## src/rtl/vga_timing.sv

```systemverilog
// Purpose : 1280x1024@60 raster timing: pixel/line counters, sync pulses, blanking, frame pulse.
// Latency : one cycle. ce sampled at edge N updates all outputs together after edge N.
// Backpress: none. ce=0 freezes every output and forces frame_start low.
// Optional : define VGA_TIMING_FRAME_CNT_EN to add the 16-bit frame_cnt output.
module vga_timing #(
    parameter int   H_ACTIVE = 1280,
    parameter int   H_FP     = 48,
    parameter int   H_SYNC   = 112,
    parameter int   H_BP     = 248,
    parameter int   V_ACTIVE = 1024,
    parameter int   V_FP     = 1,
    parameter int   V_SYNC   = 3,
    parameter int   V_BP     = 38,
    parameter logic SYNC_POL = 1'b1
) (
    input  logic        pixel_clock,
    input  logic        rst_n,
    input  logic        ce,
    output logic [10:0] hcount,
    output logic [10:0] vcount,
    output logic        hsync,
    output logic        vsync,
    output logic        hblnk,
    output logic        vblnk,
    output logic        frame_start
`ifdef VGA_TIMING_FRAME_CNT_EN
    ,
    output logic [15:0] frame_cnt
`endif
);

    // Totals must fit the 11-bit counters (<= 2048).
    localparam int H_TOTAL = H_ACTIVE + H_FP + H_SYNC + H_BP;
    localparam int V_TOTAL = V_ACTIVE + V_FP + V_SYNC + V_BP;

    localparam logic [10:0] H_LAST   = 11'(H_TOTAL - 1);
    localparam logic [10:0] V_LAST   = 11'(V_TOTAL - 1);
    localparam logic [10:0] H_VIS    = 11'(H_ACTIVE);
    localparam logic [10:0] V_VIS    = 11'(V_ACTIVE);
    localparam logic [10:0] HS_FIRST = 11'(H_ACTIVE + H_FP);
    localparam logic [10:0] HS_LAST  = 11'(H_ACTIVE + H_FP + H_SYNC - 1);
    localparam logic [10:0] VS_FIRST = 11'(V_ACTIVE + V_FP);
    localparam logic [10:0] VS_LAST  = 11'(V_ACTIVE + V_FP + V_SYNC - 1);

    logic        h_wrap;
    logic        v_wrap;
    logic [10:0] h_next;
    logic [10:0] v_next;
    logic        hsync_next;
    logic        vsync_next;
    logic        hblnk_next;
    logic        vblnk_next;

    // Next raster position and the flags that describe it, so the registered
    // flags always line up with the registered counts.
    always_comb begin
        h_wrap     = (hcount == H_LAST);
        v_wrap     = (vcount == V_LAST);
        h_next     = h_wrap ? 11'd0 : hcount + 11'd1;
        v_next     = vcount;
        if (h_wrap) begin
            v_next = v_wrap ? 11'd0 : vcount + 11'd1;
        end
        hsync_next = ((h_next >= HS_FIRST) && (h_next <= HS_LAST)) ? SYNC_POL : ~SYNC_POL;
        vsync_next = ((v_next >= VS_FIRST) && (v_next <= VS_LAST)) ? SYNC_POL : ~SYNC_POL;
        hblnk_next = (h_next >= H_VIS);
        vblnk_next = (v_next >= V_VIS);
    end

    // Counters advance only on enabled cycles; reset parks at (0,0).
    always_ff @(posedge pixel_clock or negedge rst_n) begin
        if (!rst_n) begin
            hcount <= 11'd0;
            vcount <= 11'd0;
        end else if (ce) begin
            hcount <= h_next;
            vcount <= v_next;
        end
    end

    // Sync and blanking flags registered alongside the counters.
    always_ff @(posedge pixel_clock or negedge rst_n) begin
        if (!rst_n) begin
            hsync <= ~SYNC_POL;
            vsync <= ~SYNC_POL;
            hblnk <= 1'b0;
            vblnk <= 1'b0;
        end else if (ce) begin
            hsync <= hsync_next;
            vsync <= vsync_next;
            hblnk <= hblnk_next;
            vblnk <= vblnk_next;
        end
    end

    // Frame pulse only on the enabled wrap into (0,0); never straight out of reset.
    always_ff @(posedge pixel_clock or negedge rst_n) begin
        if (!rst_n) begin
            frame_start <= 1'b0;
        end else begin
            frame_start <= ce && h_wrap && v_wrap;
        end
    end

`ifdef VGA_TIMING_FRAME_CNT_EN
    // Completed-frame count, stepping on the same edge that raises frame_start.
    always_ff @(posedge pixel_clock or negedge rst_n) begin
        if (!rst_n) begin
            frame_cnt <= 16'd0;
        end else if (ce && h_wrap && v_wrap) begin
            frame_cnt <= frame_cnt + 16'd1;
        end
    end
`endif

endmodule

```

## config.mk

```make
export PLATFORM = sky130hd
export DESIGN_NAME = vga_timing
export DESIGN_NICKNAME = d
export VERILOG_FILES = /design/src/rtl/vga_timing.sv
export SDC_FILE = /design/constraint.sdc
export NUM_CORES = 1
export LEC_CHECK = 0
export ABC_AREA = 0
export ABC_CLOCK_PERIOD_IN_PS = 3400
export CELL_PAD_IN_SITES_DETAIL_PLACEMENT = 1
export CELL_PAD_IN_SITES_GLOBAL_PLACEMENT = 2
export CORE_MARGIN = 8
export CORE_UTILIZATION = 35
export DETAILED_ROUTE_END_ITERATION = 10
export PLACE_DENSITY_LB_ADDON = 0.1
export SYNTH_ARGS = -nofsm -noshare
export SYNTH_HDL_FRONTEND = slang
export SYNTH_SLANG_ARGS = --single-unit
```

## constraint.sdc

```tcl
create_clock -name pixel_clock -period 3.4 [get_ports pixel_clock]
set_input_delay 0.34 -clock pixel_clock [delete_from_list [all_inputs] [get_ports pixel_clock]]
set_output_delay 0.34 -clock pixel_clock [all_outputs]
set_load 0.005 [all_outputs]
```

# Word-level counts from Yosys, hierarchy flattened
# Index checks and enable logic that the tools add are counted.
[word_totals]
mem_bits_rw = 0
n_memories = 0
register_bits = 27
latchBits = 0
word_cells = 26
romBits = 0
[op_classes]
n_mul = 0
eq_ne = 2
muxes = 5
n_addsub = 2
shift = 0
reduce_logical = 4
n_lt_le_gt_ge = 6
div_mod_pow = 0
n_bitwise = 0
[op_table]
columns = ["cell", "count"]
rows = [
  ["11-bit greater-or-equal comparator (second input constant)", 4],
  ["11-bit 2-to-1 mux", 3],
  ["11-bit by 1-bit adder with 11-bit output (second input constant)", 2],
  ["11-bit == test (second input constant)", 2],
  ["11-bit less-or-equal comparator (second input constant)", 2],
  ["1-bit logical AND", 4],
  ["1-bit 2-to-1 mux", 2],
]

# Logic depth before layout (Yosys ltp)
[depth]
depth_word = 6
ltp_mapped = 8

# Least setup slack after synthesis
# No wires, ideal clock.
[synth_timing]
kind = "reg2reg"
startpoint = "reg hcount[1]"
endpoint = "reg vsync"
arrival_time_ps = 1948
stages_incl_launch_ff = 8
path_buffers = 1
t_required_ps = 3299
setup_time_ps = 101
slack_ps = 1351
path_cell_list = "dfrtp_1 ha_1 buf_2 nand4bb_4 or3_4 nor4_4 a311oi_2 o32ai_1"
[synth_via]
elab_chain_len = 5
word_cells_on_any_way = 6
cone_classes = "2 x order compare; 1 x eq/ne; 2 x mux; 1 x reduce/logical"
[synth_rtl]
columns = ["item", "line", "text"]
rows = [
  ["from (decl)", "19", "output logic [10:0] hcount,"],
  ["from (signal assigned)", "76", "hcount <= h_next;"],
  ["11-bit == test (*)", "57", "h_wrap = (hcount == H_LAST);"],
  ["11-bit 2-to-1 mux (*)", "61", "if (h_wrap) begin"],
  ["11-bit greater-or-equal comparator or 11-bit less-or-equal comparator (tied branches)", "65", "vsync_next = ((v_next >= VS_FIRST) && (v_next <= VS_LAST)) ? SYNC_POL : ~SYNC_POL;"],
  ["1-bit logical AND (*)", "65", ""],
  ["1-bit 2-to-1 mux (*)", "65", ""],
  ["to (signal assigned)", "85", "vsync <= ~SYNC_POL;"],
  ["to (signal assigned)", "90", "vsync <= vsync_next;"],
  ["to (decl)", "22", "output logic vsync,"],
]
# Mark *: on every way between the ends. The rest lies on a longest branch, timed or not.
# A chain may end at the register's enable or synchronous reset.

# Final worst setup path
[layout_timing]
startpoint = "reg hcount[1]"
endpoint = "reg vcount[8]"
[layout_via]
elab_chain_len = 2
[layout_rtl]
columns = ["item", "line", "text"]
rows = [
  ["11-bit == test", "57", ""],
  ["11-bit 2-to-1 mux", "61", ""],
  ["to (signal assigned)", "77", "vcount <= v_next;"],
  ["to (decl)", "20", "output logic [10:0] vcount,"],
]
# No other way between the ends.

==> impl_results.md <==
* Lkg Pwr at between 0.8 and 0.9 nW
* DRC violations left at 0
* Die height at ~89 um
* Simple-gate share of the synthesized area at ~28%
* Largest family of logic cells by synthesized area: simple AND/OR/NAND/NOR gates
* Post-cts gate resize count at 0
* Place WS at approximately 0.86 ns
* Top post-synthesis cells by count: dfrtp_1 (27), nand2_1 (26), o21ai_0 (14), nor2_1 (10), nand3_1 (9)
* Setup violations, final at 0
* Clock Skew at between 0.003 and 0.004 ns
* CTS Hold Bufs at 0
* Critical path required time at 3.57 ns
* Average cell area after synthesis at roughly 9.0 um^2
* Yosys warnings at 0
* Share of cells above drive strength 1 at 8.036%
* Slew Limit Fails at 0
* Initial drt markers at between 100 and 150
* Area Growth Syn to Fin at 17.92%
* Peak supply drop at ~0.00026 V
* GP Congestion at between 0.8 and 0.9
* Synth Cell Area at ~1900 um^2
* Status: complete, no violations
* Cell Count Post-Placement at 290
* DIE AREA at 7892 um^2
* Total Neg Setup Slack at 0 ns
* Routed wire length per instance at around 18 um
* Critical path capture point type: flip-flop
* Register bit total from synthesis at 27
* Vias at between 1.5k and 2k
* Clk sink count at 27
* Worst R2R End: vcount[8]
* Pwr Total at 0.8711 mW
* Finished Cell Area at between 2000 and 2500 um^2
* # diodes at 0
* CTS tree: done
* Critical Path AT at approximately 2.7 ns
* CP max FO at 12
* Yosys cell types at 51
* Pwr/cell area at between 300 and 400 nW/um^2
* Clock Path Buffers at 2
* Gr usage total at 14.52%
* Ranking of synthesized cells by area: dfrtp_1 (36%), nand2_1 (5.3%), o21ai_0 (3.8%)
* FF-to-FF path depth at 6
* CP Launch Type: flip-flop
* Unrepaired setup endpoints after global routing: false
* Final non-filler cell total at around 300
* Final ANT Viol Nets at 0
* Complex-gate fraction of the synthesized area at about 18%
* Worst setup margin at a little under 0.9 ns
* TritonRoute pass-1 iters at 4
* DP Area at between 2000 and 2500 um^2
* Count leader, synth: dfrtp_1
* Initial Util at ~36%
* Wirelength, routed at approximately 5300 um
* Io pins at 30
* Post-synth EDFFs at 0
* Dpl hpwl at between 3000 and 4000 um
* R2r setup slk at slightly below 0.9 ns
* Initial antenna violation count at 0
* Origin of the critical flop-to-flop path: hcount[1]
* Worst-Skew Late Latency at ~0.28 ns
* Vias in the first global route at 1626
* Final hold vios at 0
* Clock period minus worst slack at 2.527 ns
* Sequential area share after synthesis at around 36%
* Area leader, netlist: dfrtp_1
* Synthesized instance count at 206
* Max transition margin at between 50% and 60%
* Postcts setup bufs at 0
* Post-layout util at between 40% and 50%
* Mux share of post-synthesis cell area at 2.898%
* Slew @ Worst Pin at slightly above 0.6 ns
* Fin Hold WS at 0.4310 ns
* Filler Cells Inserted at between 600 and 700
* Clock root buffer: clkbuf_8
* H-tree depth at 1
* Average vias per placed instance at roughly 5.6
* Post-synthesis net count at ~210
* FMAX at between 0.3 and 0.4 GHz
* Synth Area in Adders at approximately 2.7%
* Clock slew at reported path FFs at approximately 0.10 ns
* I/O Buffers at 29
* Row cnt at 26
* CTS Buf Count at 3
* HP Class: in2async
* Share of the synthesized area in the top cell type at a little over a third
* First-pass GRT wire length at ~8900 um
* Critical path class: reg2reg
* Largest net degree at the start of global routing at 28
* Post-synthesis xor/xnor area fraction at between 5 and 6%
* Post-synth ARST share at 100.0%
* Net total in the final layout at 232
* Core area at around 5100 um^2
* Max cap viols at 0
* Total gr overflow at 0
* Tcrit/Tclk final at approximately three quarters
* Synth Flop Type: dfrtp_1
* Die W at 88.84 um
-- logic make-up (layout without fill, tap and decap cells) --
family | count (synthesis) | after routing
flip-flops | 27 | 27
AND/OR/NAND/NOR | 87 | 87
multiplexers | 5 | 5
adder cells (fa/ha/maj) | 4 | 4
XOR/XNOR | 11 | 11
AO/OA/AOI/OAI | 47 | 47
buffers and inverters | 25 | 43
-- metal layers --
| metal | wire length [um] | global-route usage (%) |
|---|---|---|
| met4 | 60 | 4.147 |
| met5 | 0 | 0 |
| met3 | 283 | 3.250 |
| met1 | 2607 | 20.58 |
| met2 | 2338 | 21.16 |
-- critical path: stages (launching register included) --
cell	delay (ns)
dfrtp_1	0.47
ha_1	0.43
nand4bb_4	0.17
nor3_4	0.39
nand2_1	0.32
nor3_1	0.27
mux2_2	0.35
-- report_power, final --
| part | leakage (nW) | internal (mW) | switching [mW] |
|---|---|---|---|
| Sequential | 0.358 | 0.356 | 0.0876 |
| Clock | 0.0228 | 0.0843 | 0.106 |
| Combinational | 0.451 | 0.129 | 0.109 |
| Total | 0.831 | 0.569 | 0.303 |
-- how the worst max path moves through the flow --
| stage | startpoint | end |
|---|---|---|
| floorplan | hcount[1] | vsync |
| global placement | hcount[1] | vcount[8] |
| detailed placement | hcount[1] | vcount[8] |
| CTS | hcount[1] | vcount[8] |
| global route | hcount[1] | vcount[8] |
| finish | hcount[1] | vcount[8] |
-- layout by cell type (no fill, tap or decap), types with 4 or more instances in the layout --
cell type / n
a21oi_1: 5
xor2_1: 4
xnor2_1: 7
nand4_1: 8
dfrtp_1: 27
nor3_1: 7
o21ai_0: 14
ha_1: 4
inv_1: 8
and3_1: 6
nor2_1: 10
clkdlybuf4s50_1: 29
nand2_1: 26
o31ai_1: 7
nand3_1: 9
-- registers in the layout, indices dropped and copies added, names as in the netlist --
name	cells
hblnk	1
hsync	1
frame_start	1
vsync	1
vcount	11
vblnk	1
hcount	11
-- layout make-up --
class,instances,area (um^2),share of cell area (%)
flip-flops and latches,27,675.6,30.86
repair buffers,31,305.3,13.94
inverters,8,30.03,1.371
multi-input cells,154,1046,47.77
clock buffers,4,45.04,2.057
well taps,70,87.58,4.000
No activity file was read; power rests on OpenSTA's default activity.
